$ cat config.mk
export PLATFORM = sky130hd
export DESIGN_NAME = apb_regfile_slave
export DESIGN_NICKNAME = d
export VERILOG_FILES = /design/src/rtl/apb_regfile_slave.sv
export SDC_FILE = /design/constraint.sdc
export NUM_CORES = 1
export LEC_CHECK = 0
export CORE_AREA = 2 2 192 156
export CTS_CLUSTER_DIAMETER = 30
export DETAILED_ROUTE_END_ITERATION = 6
export DIE_AREA = 0 0 194 158
export PLACE_DENSITY = 0.72
export SETUP_SLACK_MARGIN = 0.1
export SYNTH_ARGS = -nofsm -noshare
export SYNTH_HDL_FRONTEND = slang
export SYNTH_SLANG_ARGS = --single-unit
$ cat constraint.sdc
create_clock -name clk -period 2 [get_ports clk]
set_clock_uncertainty 0.05 [all_clocks]
set_input_delay 0.4 -clock clk [delete_from_list [all_inputs] [get_ports clk]]
set_output_delay 0.4 -clock clk [all_outputs]
set_load 0.05 [all_outputs]
$ cat src/rtl/apb_regfile_slave.sv
// -----------------------------------------------------------------------------
// apb_regfile_slave
//
// APB completer backed by a bank of NUM_REGS 32-bit read/write registers.
// Every transfer is decoded on its setup phase. The slave then stretches the
// access phase by WAIT_STATES cycles and completes with a one-cycle pready.
// An access is an error when the byte address is not word aligned or the word
// index is outside the bank. A successful write commits at the edge that ends
// the pready cycle. A one-cycle wr_pulse follows in the next cycle. Register 0
// is exported as ctrl_out.
//
// Parameters
//   NUM_REGS     number of 32-bit registers (1..256)
//   WAIT_STATES  wait cycles inserted per transfer (0..15)
//
// Ports
//   clk       in   rising-edge clock
//   reset_n   in   asynchronous active-low reset
//   psel      in   slave select
//   penable   in   access phase
//   pwrite    in   1 = write, 0 = read
//   paddr     in   32-bit byte address
//   pwdata    in   32-bit write data
//   prdata    out  read data, valid while pready = 1, otherwise 0
//   pready    out  transfer completes in this cycle
//   pslverr   out  error response, valid while pready = 1, otherwise 0
//   ctrl_out  out  current value of register 0
//   wr_pulse  out  high for one cycle after a write commits
//
// All outputs come straight from flops.
// -----------------------------------------------------------------------------
module apb_regfile_slave #(
    parameter int NUM_REGS    = 8,
    parameter int WAIT_STATES = 0
) (
    input  logic        clk,
    input  logic        reset_n,
    input  logic        psel,
    input  logic        penable,
    input  logic        pwrite,
    input  logic [31:0] paddr,
    input  logic [31:0] pwdata,
    output logic [31:0] prdata,
    output logic        pready,
    output logic        pslverr,
    output logic [31:0] ctrl_out,
    output logic        wr_pulse
);

    localparam int          IDX_W      = (NUM_REGS > 1) ? $clog2(NUM_REGS) : 1;
    localparam logic [3:0]  WAIT_LOAD  = 4'(WAIT_STATES);
    localparam logic [29:0] NUM_REGS_W = 30'(NUM_REGS);

    typedef enum logic [1:0] {
        ST_IDLE  = 2'd0,
        ST_WAIT  = 2'd1,
        ST_READY = 2'd2
    } state_t;

    // The address is bad if it is misaligned or past the end of the bank.
    function automatic logic addr_error(input logic [31:0] addr);
        addr_error = (addr[1:0] != 2'b00) || (addr[31:2] >= NUM_REGS_W);
    endfunction

    // FSM and wait counter
    state_t            state_q, state_d;
    logic [3:0]        cnt_q, cnt_d;

    // Transfer attributes captured on the setup phase
    logic [IDX_W-1:0]  idx_q, idx_d;
    logic              write_q, write_d;
    logic              err_q, err_d;
    logic [31:0]       wdata_q, wdata_d;

    // Register bank
    logic [31:0]       regs_q [NUM_REGS];
    logic [31:0]       regs_d [NUM_REGS];

    // Registered outputs
    logic [31:0]       prdata_q, prdata_d;
    logic              pready_q, pready_d;
    logic              pslverr_q, pslverr_d;
    logic              wr_pulse_q, wr_pulse_d;

    // Combinational helpers
    logic              setup_s;
    logic [IDX_W-1:0]  cur_idx_s;
    logic              cur_write_s;
    logic              cur_err_s;
    logic              commit_s;

    // Setup-phase detect. This block also selects the attributes of the
    // transfer that is about to enter READY. With zero wait states, READY is
    // entered straight from IDLE, so the live bus values must be used in
    // that case. Otherwise the latched copies are used.
    always_comb begin
        setup_s = psel & ~penable;
        if (state_q == ST_IDLE) begin
            cur_idx_s   = paddr[IDX_W+1:2];
            cur_write_s = pwrite;
            cur_err_s   = addr_error(paddr);
        end else begin
            cur_idx_s   = idx_q;
            cur_write_s = write_q;
            cur_err_s   = err_q;
        end
    end

    // FSM state register and wait counter.
    always_ff @(posedge clk or negedge reset_n) begin
        if (!reset_n) begin
            state_q <= ST_IDLE;
            cnt_q   <= 4'd0;
        end else begin
            state_q <= state_d;
            cnt_q   <= cnt_d;
        end
    end

    // Next-state logic. The counter is loaded with WAIT_STATES and counts
    // down once per WAIT cycle. WAIT exits when the count would reach zero,
    // which gives exactly WAIT_STATES cycles in WAIT. Dropping psel during
    // the access phase abandons the transfer.
    always_comb begin
        state_d = state_q;
        cnt_d   = cnt_q;
        case (state_q)
            ST_IDLE: begin
                if (setup_s) begin
                    if (WAIT_STATES == 0) begin
                        state_d = ST_READY;
                        cnt_d   = 4'd0;
                    end else begin
                        state_d = ST_WAIT;
                        cnt_d   = WAIT_LOAD;
                    end
                end else begin
                    state_d = ST_IDLE;
                    cnt_d   = 4'd0;
                end
            end
            ST_WAIT: begin
                if (!psel) begin
                    state_d = ST_IDLE;
                    cnt_d   = 4'd0;
                end else if (cnt_q <= 4'd1) begin
                    state_d = ST_READY;
                    cnt_d   = 4'd0;
                end else begin
                    state_d = ST_WAIT;
                    cnt_d   = cnt_q - 4'd1;
                end
            end
            ST_READY: begin
                state_d = ST_IDLE;
                cnt_d   = 4'd0;
            end
            default: begin
                state_d = ST_IDLE;
                cnt_d   = 4'd0;
            end
        endcase
    end

    // Output and datapath logic. This block does three things:
    // - It captures the transfer on its setup phase.
    // - It commits a good write at the end of READY, if psel is still high.
    // - It prepares the response flops so that they hold data only in the
    //   cycle where pready is high.
    always_comb begin
        if ((state_q == ST_IDLE) && setup_s) begin
            idx_d   = paddr[IDX_W+1:2];
            write_d = pwrite;
            err_d   = addr_error(paddr);
            wdata_d = pwdata;
        end else begin
            idx_d   = idx_q;
            write_d = write_q;
            err_d   = err_q;
            wdata_d = wdata_q;
        end

        commit_s = (state_q == ST_READY) && psel && write_q && !err_q;

        regs_d = regs_q;
        if (commit_s) begin
            regs_d[idx_q] = wdata_q;
        end else begin
            regs_d = regs_q;
        end
        wr_pulse_d = commit_s;

        pready_d = (state_d == ST_READY);
        if (pready_d) begin
            pslverr_d = cur_err_s;
            if (!cur_write_s && !cur_err_s) begin
                prdata_d = regs_q[cur_idx_s];
            end else begin
                prdata_d = 32'h0000_0000;
            end
        end else begin
            pslverr_d = 1'b0;
            prdata_d  = 32'h0000_0000;
        end
    end

    // Register bank, captured transfer attributes and response flops.
    always_ff @(posedge clk or negedge reset_n) begin
        if (!reset_n) begin
            for (int i = 0; i < NUM_REGS; i++) begin
                regs_q[i] <= 32'h0000_0000;
            end
            idx_q      <= '0;
            write_q    <= 1'b0;
            err_q      <= 1'b0;
            wdata_q    <= 32'h0000_0000;
            prdata_q   <= 32'h0000_0000;
            pready_q   <= 1'b0;
            pslverr_q  <= 1'b0;
            wr_pulse_q <= 1'b0;
        end else begin
            regs_q     <= regs_d;
            idx_q      <= idx_d;
            write_q    <= write_d;
            err_q      <= err_d;
            wdata_q    <= wdata_d;
            prdata_q   <= prdata_d;
            pready_q   <= pready_d;
            pslverr_q  <= pslverr_d;
            wr_pulse_q <= wr_pulse_d;
        end
    end

    assign prdata   = prdata_q;
    assign pready   = pready_q;
    assign pslverr  = pslverr_q;
    assign wr_pulse = wr_pulse_q;
    assign ctrl_out = regs_q[0];

endmodule

==> flow_summary.toml <==
[run_status]
status = "finished, violations left"
violations = "setup timing"

[flow_run]
cap_violations = 0

[cts]
cts_buffers = 57
root_buffer = "clkbuf_16"
cts_buffer_depth = 3
clock_sinks = 334
clkTransAtPathRegs_ns = 0.05
tritoncts = "built"
htree_levels = 2
clock_latency_ns = 0.59

[layout]
final_layout_size_suffix_gt1_share_pct = 50.96
multi_input_area_mm2 = 0.007049
area_growth_pct = 46.40
fin_util_pct = 75.00
nets = 1383
layout.area.seq_mm2 = 0.008359
nFillCells = 1649
n_antenna_cell = 0

[grt]
grt_pass1_vias = 10480
top_usage_layer = "met2"
grtUsageTotal_pct = 24.77
grt_util_met3_pct = 4.942
overflow = 0
grt_max_degree = 67
antenna_found_initial = 0
use_met1_pct = 34.72
use_met2_pct = 39.54
grt_pass1_wl_um = 59360

[detailed_routing]
wl_per_cell_um = 26.27
drt_iter0_markers = 798
vias = 10480
drc_errors = 0
drt_pre_antenna_iters = 5
wl_um = 45520
vias_per_cell = 6.046
drtAntennaViolNets = 0

[placed_design]
place_congestion = 0.7496
post-dp-hpwl_um = 21720
io_buffer_count = 135

[floorplanning]
die_w_um = 194
row_count = 56
boundaryPins = 136
initial_core_util_pct = 51.23
die-area_mm2 = 0.03065
fp.coreArea_mm2 = 0.02887
die-height_um = 158

[synthesis]
ys_seq_area_share_pct = 56.51
synth_area_leaders = "dfrtp_1 57%, mux2_2 21%, mux2i_1 4.3%, a2111oi_2 3.2%, a32o_1 2.2%"
synth_top_family_by_area = "multiplexers"
yosys.area_share.simple_pct = 4.763
synth.distinct_cells = 39
yosysWarnings = 0
syn_inst = 1048
synth.avg_cell_area_um2 = 14.11
synthAdderAreaFrac_pct = 0.1692
synth_top_area_cell = "dfrtp_1"
yosys.area.top_type_share_pct = 56.51
synthMuxAreaShare_pct = 26.73
netlist_area_mm2 = 0.01479
syn_nets = 1119
ys_seq_elements = 334
synth_xor_area_share_pct = 0.1184
synth_compound_area_share_pct = 7.496

[sta]
holdWs_ns = 0.3483
max_freq_mhz = 436.8
slew_viol_final = 0
hold_viol_final = 0
rsz0062_at_grt = "yes"
final.setup.worst_slack_ns = -0.2893
max_slew_margin_pct = 60.16
worst_pin_slew_ns = 0.5826
setup_viol = 305
fin_crit_sh_pct = 114.5
period_needed_ns = 2.289

[power]
leakagePower_nw = 9.861
power_density_mw_per_mm2 = 882.0
vdd.ir_drop.worst_mv = 0.9566

[setup_path]
crit_arrival_ns = 2.69
worst-r2r-cell-count = 7
startpoint = "state_q[1]$_DFF_PN0_"
cp-endpoint = "prdata[29]$_DFF_PN0_"
start_kind = "flop"
r2r_slack_ns = -0.29
crit_type = "flop to flop"
rr_endpoint = "prdata[29]$_DFF_PN0_"
endpoint_kind = "flop"
crit_fanout = 10
critical_path_required_ns = 2.41
timing.rr.start = "state_q[1]$_DFF_PN0_"

[worst_hold_path]
hold_class = "input port to async pin"
## routing by layer
| layer | wire, µm | vias up |
|---|---|---|
| met5 | 0 | - |
| met4 | 1486 | 0 |
| met3 | 2968 | 121 |
| met2 | 21160 | 471 |
| met1 | 19900 | 5513 |
| li1 | - | 4372 |
## layout by cell type (no fill, tap or decap), types with 12 or more instances in the layout
cell type,n
buf_4,79
clkbuf_16,78
buf_8,14
a2111oi_2,21
clkdlybuf4s15_2,25
mux2_2,77
mux2_4,207
buf_12,48
buf_6,18
a2111oi_4,12
and2_1,23
mux2i_1,62
a211oi_1,22
a32o_1,22
dfrtp_1,333
clkdlybuf4s50_1,67
nand2_1,63
## power by group
group	switching [mW]	leakage, nW	internal, mW
Sequential	0.425	4.58	6.95
Clock	3.54	0.945	6.32
Combinational	0.923	4.34	0.938
## stage by stage
step	TNS [ns]	power, mW	std cells	setup slack [ns]	area, µm²
4_1_cts	-11.45	18.71	1685	-0.1414	19940
3_3_place_gp	-111.81	8.836	1554	-0.5299	17250
6_report	-30.28	19.10	1733	-0.2893	21650
3_5_place_dp	-128.74	8.861	1554	-0.6080	17250
2_1_floorplan	0	8.020	1048	0.06437	14870
5_1_grt	-49.11	19.63	1733	-0.3325	21650
## state kept, by name, summed over array words and instances, names as in the netlist, 2 cells and up
signal	flops
ctrl_out	32
wdata_q	32
state_q	2
cnt_q	4
regs_q	224
prdata	32
idx_q	3
## synthesized netlist by cell type
master	number
a2111oi_0	1
a2111oi_1	1
a2111oi_2	32
a211oi_1	32
a21oi_1	2
a31o_2	1
a32o_1	32
and2_0	1
and2_1	31
buf_2	41
buf_4	36
buf_6	7
clkbuf_1	13
dfrtp_1	334
ha_1	2
inv_1	5
mux2_1	13
mux2_2	280
mux2i_1	64
mux2i_2	1
nand2_1	67
nand2b_1	2
nand3_1	1
nand3b_1	2
nand4_1	1
nand4b_1	2
nor2_1	19
nor2_2	1
nor2b_1	1
nor3_1	5
nor3_2	2
nor3b_1	1
nor4_1	7
o21ai_0	2
o21ai_1	1
o221ai_2	1
or3_1	1
or4b_2	1
xnor2_1	2
## logic make-up (layout without fill, tap and decap cells)
| logic type | Yosys count | after routing |
|---|---|---|
| XOR/XNOR | 2 | 2 |
| adder cells (fa/ha/maj) | 2 | 2 |
| buffers and inverters | 102 | 409 |
| flip-flops | 334 | 334 |
| multiplexers | 358 | 359 |
| AND/OR/NAND/NOR | 145 | 145 |
| AO/OA/AOI/OAI | 105 | 105 |
## final cells by class
cell class	count	area share, %
clock inverter	33	1.803
tap	377	2.179
clock buffer	70	7.189
sequential	334	38.61
inverter	5	0.08669
timing repair buffer	301	17.57
multi-input combinational	613	32.56
## critical path, stage by stage, from the launching register on
cell       delay (ns)
dfrtp_1          0.42
nor2_4           0.18
buf_6            0.13
mux2_8           0.43
buf_4            0.22
mux2i_1          0.15
a32o_1           0.25
a2111oi_2        0.34
## worst min-delay path by stage
stage	startpoint	end	slack, ns	cells past startpoint
floorplan	reset_n	cnt_q[0]$_DFF_PN0_	0.05	0
global placement	reset_n	wdata_q[6]$_DFFE_PN0P_	0.36	1
detailed placement	reset_n	wdata_q[6]$_DFFE_PN0P_	0.36	1
CTS	reset_n	wdata_q[6]$_DFFE_PN0P_	0.35	2
global route	pwdata[9]	wdata_q[9]$_DFFE_PN0P_	0.37	2
finish	reset_n	wdata_q[6]$_DFFE_PN0P_	0.35	2
## timing repair
action	in CTS	in global routing
setup endpoints to repair	284	336
resized for setup	196	247
hold endpoints to repair	53	0
hold buffers	1	0
pin swaps	7	36
setup buffers	20	23
cloned	7	26
No activity file was read; power rests on OpenSTA's default activity.
